<file path="src/rtl/gates_unit.sv">
// Registered AND/OR/NOT/NAND/NOR/XOR/XNOR of a and b. Results appear 1 cycle after in_valid and hold otherwise.
// There is no backpressure: one capture per cycle. Defining GATES_PARITY_EN adds parity_o = ^(a ^ b).
module gates_unit #(
    parameter int WIDTH = 1
) (
    input  logic             clk,
    input  logic             rst_n,
    input  logic             in_valid,
    input  logic [WIDTH-1:0] a,
    input  logic [WIDTH-1:0] b,
    output logic             out_valid,
    output logic [WIDTH-1:0] and_o,
    output logic [WIDTH-1:0] or_o,
    output logic [WIDTH-1:0] not_o,
    output logic [WIDTH-1:0] nand_o,
    output logic [WIDTH-1:0] nor_o,
    output logic [WIDTH-1:0] xor_o,
`ifdef GATES_PARITY_EN
    output logic [WIDTH-1:0] xnor_o,
    output logic             parity_o
`else
    output logic [WIDTH-1:0] xnor_o
`endif
);

    logic             vld_q;
    logic [WIDTH-1:0] and_q,  and_d;
    logic [WIDTH-1:0] or_q,   or_d;
    logic [WIDTH-1:0] not_q,  not_d;
    logic [WIDTH-1:0] nand_q, nand_d;
    logic [WIDTH-1:0] nor_q,  nor_d;
    logic [WIDTH-1:0] xor_q,  xor_d;
    logic [WIDTH-1:0] xnor_q, xnor_d;

    always_comb begin
        and_d  = a & b;
        or_d   = a | b;
        not_d  = ~a;
        nand_d = ~(a & b);
        nor_d  = ~(a | b);
        xor_d  = a ^ b;
        xnor_d = ~(a ^ b);
    end

    // Inverting results reset to 0 as well, so they are stored, not derived.
    always_ff @(posedge clk or negedge rst_n) begin
        if (!rst_n) begin
            vld_q  <= 1'b0;
            and_q  <= '0;
            or_q   <= '0;
            not_q  <= '0;
            nand_q <= '0;
            nor_q  <= '0;
            xor_q  <= '0;
            xnor_q <= '0;
        end else begin
            vld_q <= in_valid;
            if (in_valid) begin
                and_q  <= and_d;
                or_q   <= or_d;
                not_q  <= not_d;
                nand_q <= nand_d;
                nor_q  <= nor_d;
                xor_q  <= xor_d;
                xnor_q <= xnor_d;
            end
        end
    end

`ifdef GATES_PARITY_EN
    logic parity_q, parity_d;

    assign parity_d = ^(a ^ b);

    always_ff @(posedge clk or negedge rst_n) begin
        if (!rst_n) begin
            parity_q <= 1'b0;
        end else if (in_valid) begin
            parity_q <= parity_d;
        end
    end

    assign parity_o = parity_q;
`endif

    assign out_valid = vld_q;
    assign and_o     = and_q;
    assign or_o      = or_q;
    assign not_o     = not_q;
    assign nand_o    = nand_q;
    assign nor_o     = nor_q;
    assign xor_o     = xor_q;
    assign xnor_o    = xnor_q;

endmodule

</file>
<file path="config.mk">
export PLATFORM = sky130hd
export DESIGN_NAME = gates_unit
export DESIGN_NICKNAME = d
export VERILOG_FILES = /design/src/rtl/gates_unit.sv
export SDC_FILE = /design/constraint.sdc
export NUM_CORES = 1
export LEC_CHECK = 0
export CAP_MARGIN = 20
export CORE_AREA = 2 2 39 41
export DETAILED_ROUTE_END_ITERATION = 6
export DIE_AREA = 0 0 41 43
export PLACE_DENSITY_LB_ADDON = 0.2
export SLEW_MARGIN = 20
export SYNTH_ARGS = -nofsm -noshare
export SYNTH_HDL_FRONTEND = slang
export SYNTH_SLANG_ARGS = --single-unit
</file>
<file path="constraint.sdc">
create_clock -name clk -period 1.3 [get_ports clk]
set_input_delay 0.26 -clock clk [delete_from_list [all_inputs] [get_ports clk]]
set_output_delay 0.26 -clock clk [all_outputs]
set_load 0.01 [all_outputs]
</file>
* Word level (Yosys, flattened, before mapping)
Cells that the tools add are included.
** Storage, ports and cells
- Logic and storage cells :: 15
- Register bits after elaboration :: 8
- Input port bits :: 5
- Output and inout bits :: 8
** Cells by class
- Bitwise operators :: 7
** Operators by type and width (number)
- $not 1->1 :: 4
- $and 1x1->1 :: 1
- $or 1x1->1 :: 1
- $xor 1x1->1 :: 1

* Logic depth before layout (Yosys ltp)
Gate-level depths: netlist (run 1).
- Word-level depth :: 2
- Depth in mapped cells :: 3
- Gate-level depth less buffers :: 3

* Least setup slack after synthesis (run 1)
OpenSTA, ideal clock, no wires.
- Path kind :: input-to-reg
- Start :: input port a
- End :: register xor_q, in the netlist xor_o
- Setup time :: 0.125 ns
- Required time :: 1.175 ns
- Stages :: 3
- Data arrival time :: 0.842 ns
- Buffers on the path :: 0
- Path slack :: 0.333 ns
- Path through :: inv_1 ha_1 mux2_4
** Between the ends
- Longest elaborated chain between the ends :: 1
** Ends and longest elaborated chain
- start, declared :: line 9 : input logic [WIDTH-1:0] a,
- $xor 1x1->1 :: line 41 : xor_d = a ^ b;
- named net xor_d :: line 32 : logic [WIDTH-1:0] xor_q, xor_d;
- end signal, assigned :: line 64 : xor_q <= xor_d;
- end, declared :: line 32
The timed path passes the listed nets, and every way through them passes these cells.
A chain may end at the register's enable or synchronous reset.

* Final worst setup path (run 1)
Ends and elaborated chain as after synthesis.

==> impl_metrics.py, run 1 <==
metrics = {
    "pwr": {
        "peakVddDrop_v": 0.000389,
        "power_frac_seq": 0.481,
        "p_int_mw": 0.452,
        "power_density_nw_per_um2": 1080,
        "clkPwrFrac": 0.311,
        "p_comb_frac": 0.208,
        "p_sw_frac": 0.236,
        "p_sw_mw": 0.140,
        "power.leakage_nw": 0.301,
    },
    "grt": {
        "antenna_found_initial": 0,
        "grt_max_degree": 9,
        "grt_overflow": 0,
        "grt_pass1_wl_mm": 1.09,
        "track_usage": 0.0972,
        "grt_pass1_vias": 252,
    },
    "clock_network": {
        "cts_buffers": 3,
        "cts_sinks": 8,
        "path_clk_slew_ns": 0.05,
        "root_buffer": "clkbuf_4",
        "hold_buffers": 0,
        "h-tree-depth": 1,
        "cts_setup_buffers": 0,
        "cts_resized": 8,
        "clk_latency_ns": 0.24,
        "clockBufferDepth": 2,
        "cts_tree": "built",
    },
    "floorplanning": {
        "die_h_um": 43,
        "rows": 14,
        "dieArea_um2": 1760,
        "start_util": 0.268,
        "die_x_um": 41,
        "pin_count": 13,
        "core_um2": 1380,
    },
    "synthesis": {
        "synth_cell_type_count": 6,
        "synth_warnings": 0,
        "synth_seq_cells": 8,
        "syn_nets": 34,
        "syn_inst": 25,
        "synth_top_cell_by_area": "dfrtp_1",
        "ys_seq_area_frac": 0.541,
        "synth_top_area_share": 0.541,
        "syn_area_um2": 370,
        "syn_area_per_cell_um2": 14.8,
        "synthTopCellsByArea": "dfrtp_1 54%, mux2_4 16%, ha_1 14%",
    },
    "layout": {
        "utilization": 0.397,
        "final_cell_area_um2": 549,
        "area_delta_synth_final_pct": 48.3,
        "drive_gt1_frac": 0.273,
        "diodes": 0,
        "layout.nets": 55,
        "layout_common_cells": "8 x dfrtp_1, 8 x dlygate4sd2_1, 5 x inv_1, 5 x buf_4",
    },
    "detailed_routing": {
        "ant_nets": 0,
        "vias": 233,
        "drc": 0,
        "drtIter0Drc": 3,
        "drtPass1Iterations": 2,
        "avgViaCountPerCell": 3.88,
        "wl_per_cell_um": 10.1,
        "finalWirelength_um": 605,
    },
    "timing": {
        "hold_slack_ns": 0.297,
        "slew_violations": 0,
        "worst_pin_slew_ns": 0.374,
        "fmax_ghz": 0.807,
        "rsz0062_at_grt": "no",
        "fin_skew_ns": 0,
        "setup_slack_ns": 0.0606,
        "min_period_ns": 1.24,
        "hold_violations": 0,
        "setup_viol": 0,
        "fin_crit_sh": 0.953,
        "tns_ns": 0,
        "max_slew_margin": 0.750,
    },
    "worst_setup_path": {
        "required_ns": 1.43,
        "critPathMaxStageDelay_ns": 0.47,
        "end_kind": "flop",
        "path_cells": "clkdlybuf4s50_1, inv_1, ha_1, mux2_4",
        "worst-path-max-fanout": 3,
        "path_class": "input pin to flop",
        "critPathArrivalTime_ns": 1.37,
        "slowest_stage": "clkdlybuf4s50_1",
        "critPathLaunchType": "input pin",
    },
    "placed_design": {
        "portBuffers": 12,
        "hpwl_um": 481,
        "post_dp_cell_area_um2": 537,
        "gp_congestion": 0.690,
        "pre_cts_slack_ns": -0.202,
    },
    "flow_run": {
        "cap_violations": 0,
    },
    "status": {
        "status": "finished clean",
    },
    "min_path": {
        "hold_class": "input pin to asynchronous set/reset pin",
    },
}
[power groups by stage]
stage / clock, mW / combinational, mW / sequential (mW)
after global placement: 0 / 0.141 / 0.290
final: 0.184 / 0.123 / 0.285
after floorplan: 0 / 0.0461 / 0.303
after CTS: 0.194 / 0.126 / 0.286
after global routing: 0.212 / 0.137 / 0.288
after detailed placement: 0 / 0.142 / 0.291
[layout make-up]
cell class	count	area (um^2)
clock buffer	3	22.5
tap	16	20.0
fill	138	835
inverter	5	18.8
sequential	8	200
timing repair buffer	17	148
multi-input combinational	11	140
[synthesized netlist by cell type (all sizes together)]
cell type,instances
ha,4
mux2i,3
inv,5
dfrtp,8
mux2,4
buf,1
[per-layer routing]
layer | track usage | up-vias | routed length [um]
met5 | 0 | - | 0
met2 | 0.131 | 8 | 273
li1 | - | 117 | -
met3 | 0.0471 | 2 | 42
met1 | 0.119 | 106 | 283
met4 | 0.0600 | 0 | 5
[state kept, by name (all words and copies together), names as in the netlist]
register and cells:
xnor_o 1, out_valid 1, nor_o 1, not_o 1, and_o 1, xor_o 1, or_o 1, nand_o 1
[logic make-up (layout without fill, tap and decap cells)]
group / count (synthesis) / count (layout) / share of synthesized area
flip-flops: 8 / 8 / 0.541
buffers and inverters: 6 / 25 / 0.0811
adder cells (fa/ha/maj): 4 / 4 / 0.135
multiplexers: 7 / 7 / 0.243
[worst paths after layout]
path,from,to,slack (ns),depth (start not counted)
worst max-delay path,a,xor_o$_DFFE_PN0P_,0.06,4
worst min-delay path,rst_n,xnor_o$_DFFE_PN0P_,0.30,1
worst max register to register,and_o$_DFFE_PN0P_,and_o$_DFFE_PN0P_,0.55,1
worst min register to register,not_o$_DFFE_PN0P_,not_o$_DFFE_PN0P_,0.50,1
max in group asynchronous,rst_n,not_o$_DFFE_PN0P_,0.74,1
min in group clk,not_o$_DFFE_PN0P_,not_o$_DFFE_PN0P_,0.50,1
[per-stage QoR]
step | power [mW] | cells
after floorplan | 0.349 | 25
after global placement | 0.432 | 57
after detailed placement | 0.434 | 57
after CTS | 0.606 | 60
after global routing | 0.638 | 60
final | 0.593 | 60
[critical path, delay by kind of cell]
kind,cells,cell delay [ns]
buf+inv,2,0.54
mux,1,0.26
fa+ha+maj,1,0.31
Power figures use the tool's default switching activity.
==> run 2: changes to the inputs <==
==> constraint.sdc (replaced) <==
create_clock -name clk -period 1.3 [get_ports clk]
set_input_delay 0.325 -clock clk [delete_from_list [all_inputs] [get_ports clk]]
set_output_delay 0.325 -clock clk [all_outputs]
set_load 0.01 [all_outputs]
==> run 2 against run 1 <==
Against the previous run: count of clock-buffer cells in the layout is the same; sequential share of layout area shrank 0.81 points; via count increased by 1.3%; non-clock buffer count unchanged; combinational power about the same; register-to-register slack is essentially flat; critical endpoint unchanged; clock power barely moved; cell count stayed put; global-route usage decreased by 0.10 points.
==> impl_metrics.py, run 2 (synthesized netlist as in run 1, its figures left out) <==
metrics = {
    "status": {
        "status": "finished clean",
    },
    "layout": {
        "final-seq-area_um2": 200,
        "layout_common_cells": "8 x dfrtp_1, 8 x dlygate4sd2_1, 5 x inv_1, 5 x buf_4",
        "multi_input_area_um2": 153,
        "drive_gt1_frac": 0.295,
        "diodes": 0,
        "fillers": 149,
        "area_delta_synth_final_pct": 51.7,
        "layout.nets": 55,
        "final_cell_area_um2": 562,
    },
    "worst_setup_path": {
        "critPathMaxStageDelay_ns": 0.48,
        "path_class": "input pin to flop",
        "crit_buf_inv": 2,
        "critPathArrivalTime_ns": 1.38,
        "path_cells": "clkdlybuf4s50_1, inv_1, ha_4, mux2_4",
        "critPathLaunchType": "input pin",
        "worst-path-max-fanout": 2,
        "required_ns": 1.43,
        "slowest_stage": "clkdlybuf4s50_1",
        "end_kind": "flop",
        "cp_top_family": "buffers and inverters",
    },
    "grt": {
        "grt_overflow": 0,
        "track_usage": 0.0962,
        "grt_pass1_wl_mm": 1.00,
        "antenna_found_initial": 0,
        "grt_pass1_vias": 240,
        "grt_max_degree": 9,
    },
    "pwr": {
        "p_sw_frac": 0.234,
        "power.leakage_nw": 0.301,
        "total_power_mw": 0.593,
        "p_int_mw": 0.454,
        "peakVddDrop_v": 0.000346,
        "p_sw_mw": 0.139,
        "p_comb_frac": 0.212,
        "power_density_nw_per_um2": 1060,
        "power_frac_seq": 0.482,
        "clkPwrFrac": 0.306,
    },
    "placed_design": {
        "hpwl_um": 487,
        "pre_cts_slack_ns": -0.269,
        "post_dp_cell_area_um2": 537,
        "gp_congestion": 0.699,
        "portBuffers": 12,
    },
    "clock_network": {
        "clockBufferDepth": 2,
        "cts_tree": "built",
        "cts_setup_buffers": 0,
        "cts_sinks": 8,
        "root_buffer": "clkbuf_4",
        "path_clk_slew_ns": 0.05,
        "clk_latency_ns": 0.24,
        "h-tree-depth": 1,
        "cts_buffers": 3,
    },
    "flow_run": {
        "cap_violations": 0,
    },
    "timing": {
        "worst_pin_slew_ns": 0.376,
        "setup_slack_ns": 0.0565,
        "setup_viol": 0,
        "min_period_ns": 1.24,
        "slew_violations": 0,
        "hold_violations": 0,
        "hold_slack_ns": 0.362,
        "max_slew_margin": 0.748,
        "fin_crit_sh": 0.957,
        "fmax_ghz": 0.804,
        "rsz0062_at_grt": "no",
        "fin_skew_ns": 0,
    },
    "detailed_routing": {
        "avgViaCountPerCell": 3.93,
        "wl_per_cell_um": 9.92,
        "drtPass1Iterations": 1,
        "drc": 0,
        "finalWirelength_um": 595,
        "ant_nets": 0,
        "vias": 236,
        "drtIter0Drc": 0,
    },
    "floorplanning": {
        "start_util": 0.268,
        "dieArea_um2": 1760,
        "die_h_um": 43,
        "pin_count": 13,
        "core_um2": 1380,
        "die_x_um": 41,
        "rows": 14,
    },
    "min_path": {
        "hold_class": "input pin to asynchronous set/reset pin",
    },
}
run 2: power groups by stage:
stage	logic (mW)	registers [mW]	clock network, mW
floorplan	0.0461	0.303	0
global placement	0.142	0.290	0
detailed placement	0.143	0.292	0
CTS	0.125	0.286	0.193
global route	0.139	0.289	0.210
finish	0.126	0.286	0.181
run 2: path summary, 6_finish.rpt:
path	start	endpoint	slack, ns	cells after the start
max	b	xor_o$_DFFE_PN0P_	0.06	4
min	rst_n	xor_o$_DFFE_PN0P_	0.36	1
max reg2reg	xor_o$_DFFE_PN0P_	xor_o$_DFFE_PN0P_	0.55	1
min reg2reg	and_o$_DFFE_PN0P_	and_o$_DFFE_PN0P_	0.51	1
max in group asynchronous	rst_n	xnor_o$_DFFE_PN0P_	0.67	1
min in group clk	and_o$_DFFE_PN0P_	and_o$_DFFE_PN0P_	0.51	1
run 2: cell type report:
class,count,area share
clock buffer,3,0.0401
inverter,5,0.0334
multi-input combinational,11,0.272
sequential,8,0.356
tap,16,0.0356
timing repair buffer,17,0.263
run 2: timing repair:
action	in CTS	in global routing
hold endpoints to repair	0	0
endpoints found under the setup margin	9	1
hold buffers	0	0
pin swaps	1	0
gates resized for setup	8	1
run 2: routing by layer:
metal | vias to the layer above | global-route usage | routed length, um
met5 | - | 0 | 0
met4 | 0 | 0.100 | 23
met3 | 4 | 0.0471 | 45
met2 | 10 | 0.119 | 255
met1 | 106 | 0.109 | 270
li1 | 116 | - | -
run 2: metrics by stage:
stage | util | instances | TNS, ns
2_1_floorplan | - | 25 | 0
3_3_place_gp | 0.388 | 57 | -0.707
3_5_place_dp | 0.388 | 57 | -0.771
4_1_cts | 0.397 | 60 | 0
5_1_grt | 0.406 | 60 | 0
6_report | 0.406 | 60 | 0
==> run 3: changes to the inputs <==
Settings changed: SETUP_SLACK_MARGIN set to 0.15.
==> run 3 against run 2 <==
Against the previous run: worst setup slack better by 0.11 ns; hold slack better by 0.00075 ns; register-to-register slack is essentially flat; highest routed layer unchanged.
==> impl_metrics.py, run 3 (synthesized netlist as in run 1, its figures left out) <==
metrics = {
    "status": {
        "status": "finished clean",
    },
    "floorplanning": {
        "start_util": 0.268,
        "core_um2": 1380,
        "die_h_um": 43,
        "die_x_um": 41,
        "rows": 14,
        "dieArea_um2": 1760,
        "pin_count": 13,
    },
    "detailed_routing": {
        "finalWirelength_um": 607,
        "avgViaCountPerCell": 3.93,
        "ant_nets": 0,
        "drc": 0,
        "wl_per_cell_um": 10.1,
        "drtPass1Iterations": 1,
        "vias": 236,
        "drtIter0Drc": 0,
    },
    "worst_setup_path": {
        "path_class": "input pin to flop",
        "ff2ff_setup_slack_ns": 0.55,
        "worst-path-max-fanout": 5,
        "critPathArrivalTime_ns": 1.26,
        "required_ns": 1.43,
        "end_kind": "flop",
        "critPathLaunchType": "input pin",
        "slowest_stage": "clkdlybuf4s50_1",
        "critPathMaxStageDelay_ns": 0.48,
        "path_cells": "clkdlybuf4s50_1, buf_4, mux2_4",
    },
    "clock_network": {
        "cts_tree": "built",
        "cts_buffers": 3,
        "cts_sinks": 8,
        "clockBufferDepth": 2,
        "cts_setup_buffers": 0,
        "clk_latency_ns": 0.24,
        "root_buffer": "clkbuf_4",
        "h-tree-depth": 1,
        "path_clk_slew_ns": 0.05,
    },
    "pwr": {
        "power.leakage_nw": 0.292,
        "clkPwrFrac": 0.310,
        "p_comb_frac": 0.201,
        "peakVddDrop_v": 0.000345,
        "power_frac_seq": 0.489,
        "p_sw_mw": 0.140,
        "p_sw_frac": 0.239,
        "power_density_nw_per_um2": 1110,
        "p_int_mw": 0.446,
        "total_power_mw": 0.586,
    },
    "layout": {
        "utilization": 0.382,
        "area_delta_synth_final_pct": 42.9,
        "instances_no_fill": 60,
        "drive_gt1_frac": 0.500,
        "final_common_cell": "dfrtp_1",
        "diodes": 0,
        "layout.nets": 55,
        "layout_common_cells": "8 x dfrtp_1, 7 x buf_2, 5 x buf_4",
    },
    "timing": {
        "hold_violations": 0,
        "min_period_ns": 1.13,
        "worst_pin_slew_ns": 0.378,
        "rsz0062_at_grt": "no",
        "max_slew_margin": 0.747,
        "fin_skew_ns": 0,
        "setup_viol": 0,
        "fin_crit_sh": 0.870,
        "slew_violations": 0,
        "fmax_ghz": 0.884,
        "setup_slack_ns": 0.168,
    },
    "grt": {
        "grt_overflow": 0,
        "track_usage": 0.0972,
        "grt_max_degree": 9,
        "antenna_found_initial": 0,
        "grt_pass1_vias": 238,
        "grt_pass1_wl_mm": 1.01,
    },
    "placed_design": {
        "gp_congestion": 0.699,
        "portBuffers": 12,
        "dp.cells": 57,
        "hpwl_um": 487,
        "pre_cts_slack_ns": -0.269,
    },
    "min_path": {
        "hold_class": "input pin to asynchronous set/reset pin",
    },
    "flow_run": {
        "cap_violations": 0,
    },
}
## run 3: per-layer routing
metal | vias up | wire length [um] | track usage
li1 | 116 | - | -
met1 | 106 | 279 | 0.112
met2 | 10 | 251 | 0.119
met3 | 4 | 52 | 0.0471
met4 | 0 | 23 | 0.100
met5 | - | 0 | 0
## run 3: worst max-delay path: cells and delay by family
family	cells	cell delay (ns)
buffers and inverters	2	0.64
muxes	1	0.30
## run 3: final timing paths
check	startpoint	depth (start not counted)	to
max	in_valid	3	and_o$_DFFE_PN0P_
min	rst_n	1	xor_o$_DFFE_PN0P_
max reg2reg	xor_o$_DFFE_PN0P_	1	xor_o$_DFFE_PN0P_
min reg2reg	nor_o$_DFFE_PN0P_	1	nor_o$_DFFE_PN0P_
max in group asynchronous	rst_n	1	xnor_o$_DFFE_PN0P_
min in group clk	nor_o$_DFFE_PN0P_	1	nor_o$_DFFE_PN0P_
## run 3: final cells by class
| cell class | instances | area [um^2] |
|---|---|---|
| inverters | 5 | 18.8 |
| fillers | 154 | 855 |
| clock buffers | 3 | 22.5 |
| flip-flops and latches | 8 | 200 |
| well taps | 16 | 20.0 |
| multi-input cells | 11 | 153 |
| repair buffers | 17 | 115 |
## run 3: what timing repair did
item                                   CTS  global route
endpoints found under the hold margin    0             0
resized for setup                       33             2
setup endpoints to repair               11             2
pin swaps                                1             0
hold buffers                             0             0
## run 3: power groups by stage
stage | Combinational [mW] | Clock, mW | Sequential [mW]
after global routing | 0.130 | 0.210 | 0.289
after detailed placement | 0.143 | 0 | 0.292
final | 0.118 | 0.181 | 0.287
after floorplan | 0.0461 | 0 | 0.303
after global placement | 0.142 | 0 | 0.290
after CTS | 0.124 | 0.193 | 0.287
## run 3: through the flow
step / TNS (ns) / instance area (um^2) / hold slack (ns)
floorplan: 0 / 370 / 0.0294
global placement: -0.707 / 537 / 0.497
detailed placement: -0.771 / 537 / 0.500
CTS: 0 / 541 / 0.362
global route: 0 / 529 / 0.378
finish: 0 / 529 / 0.363
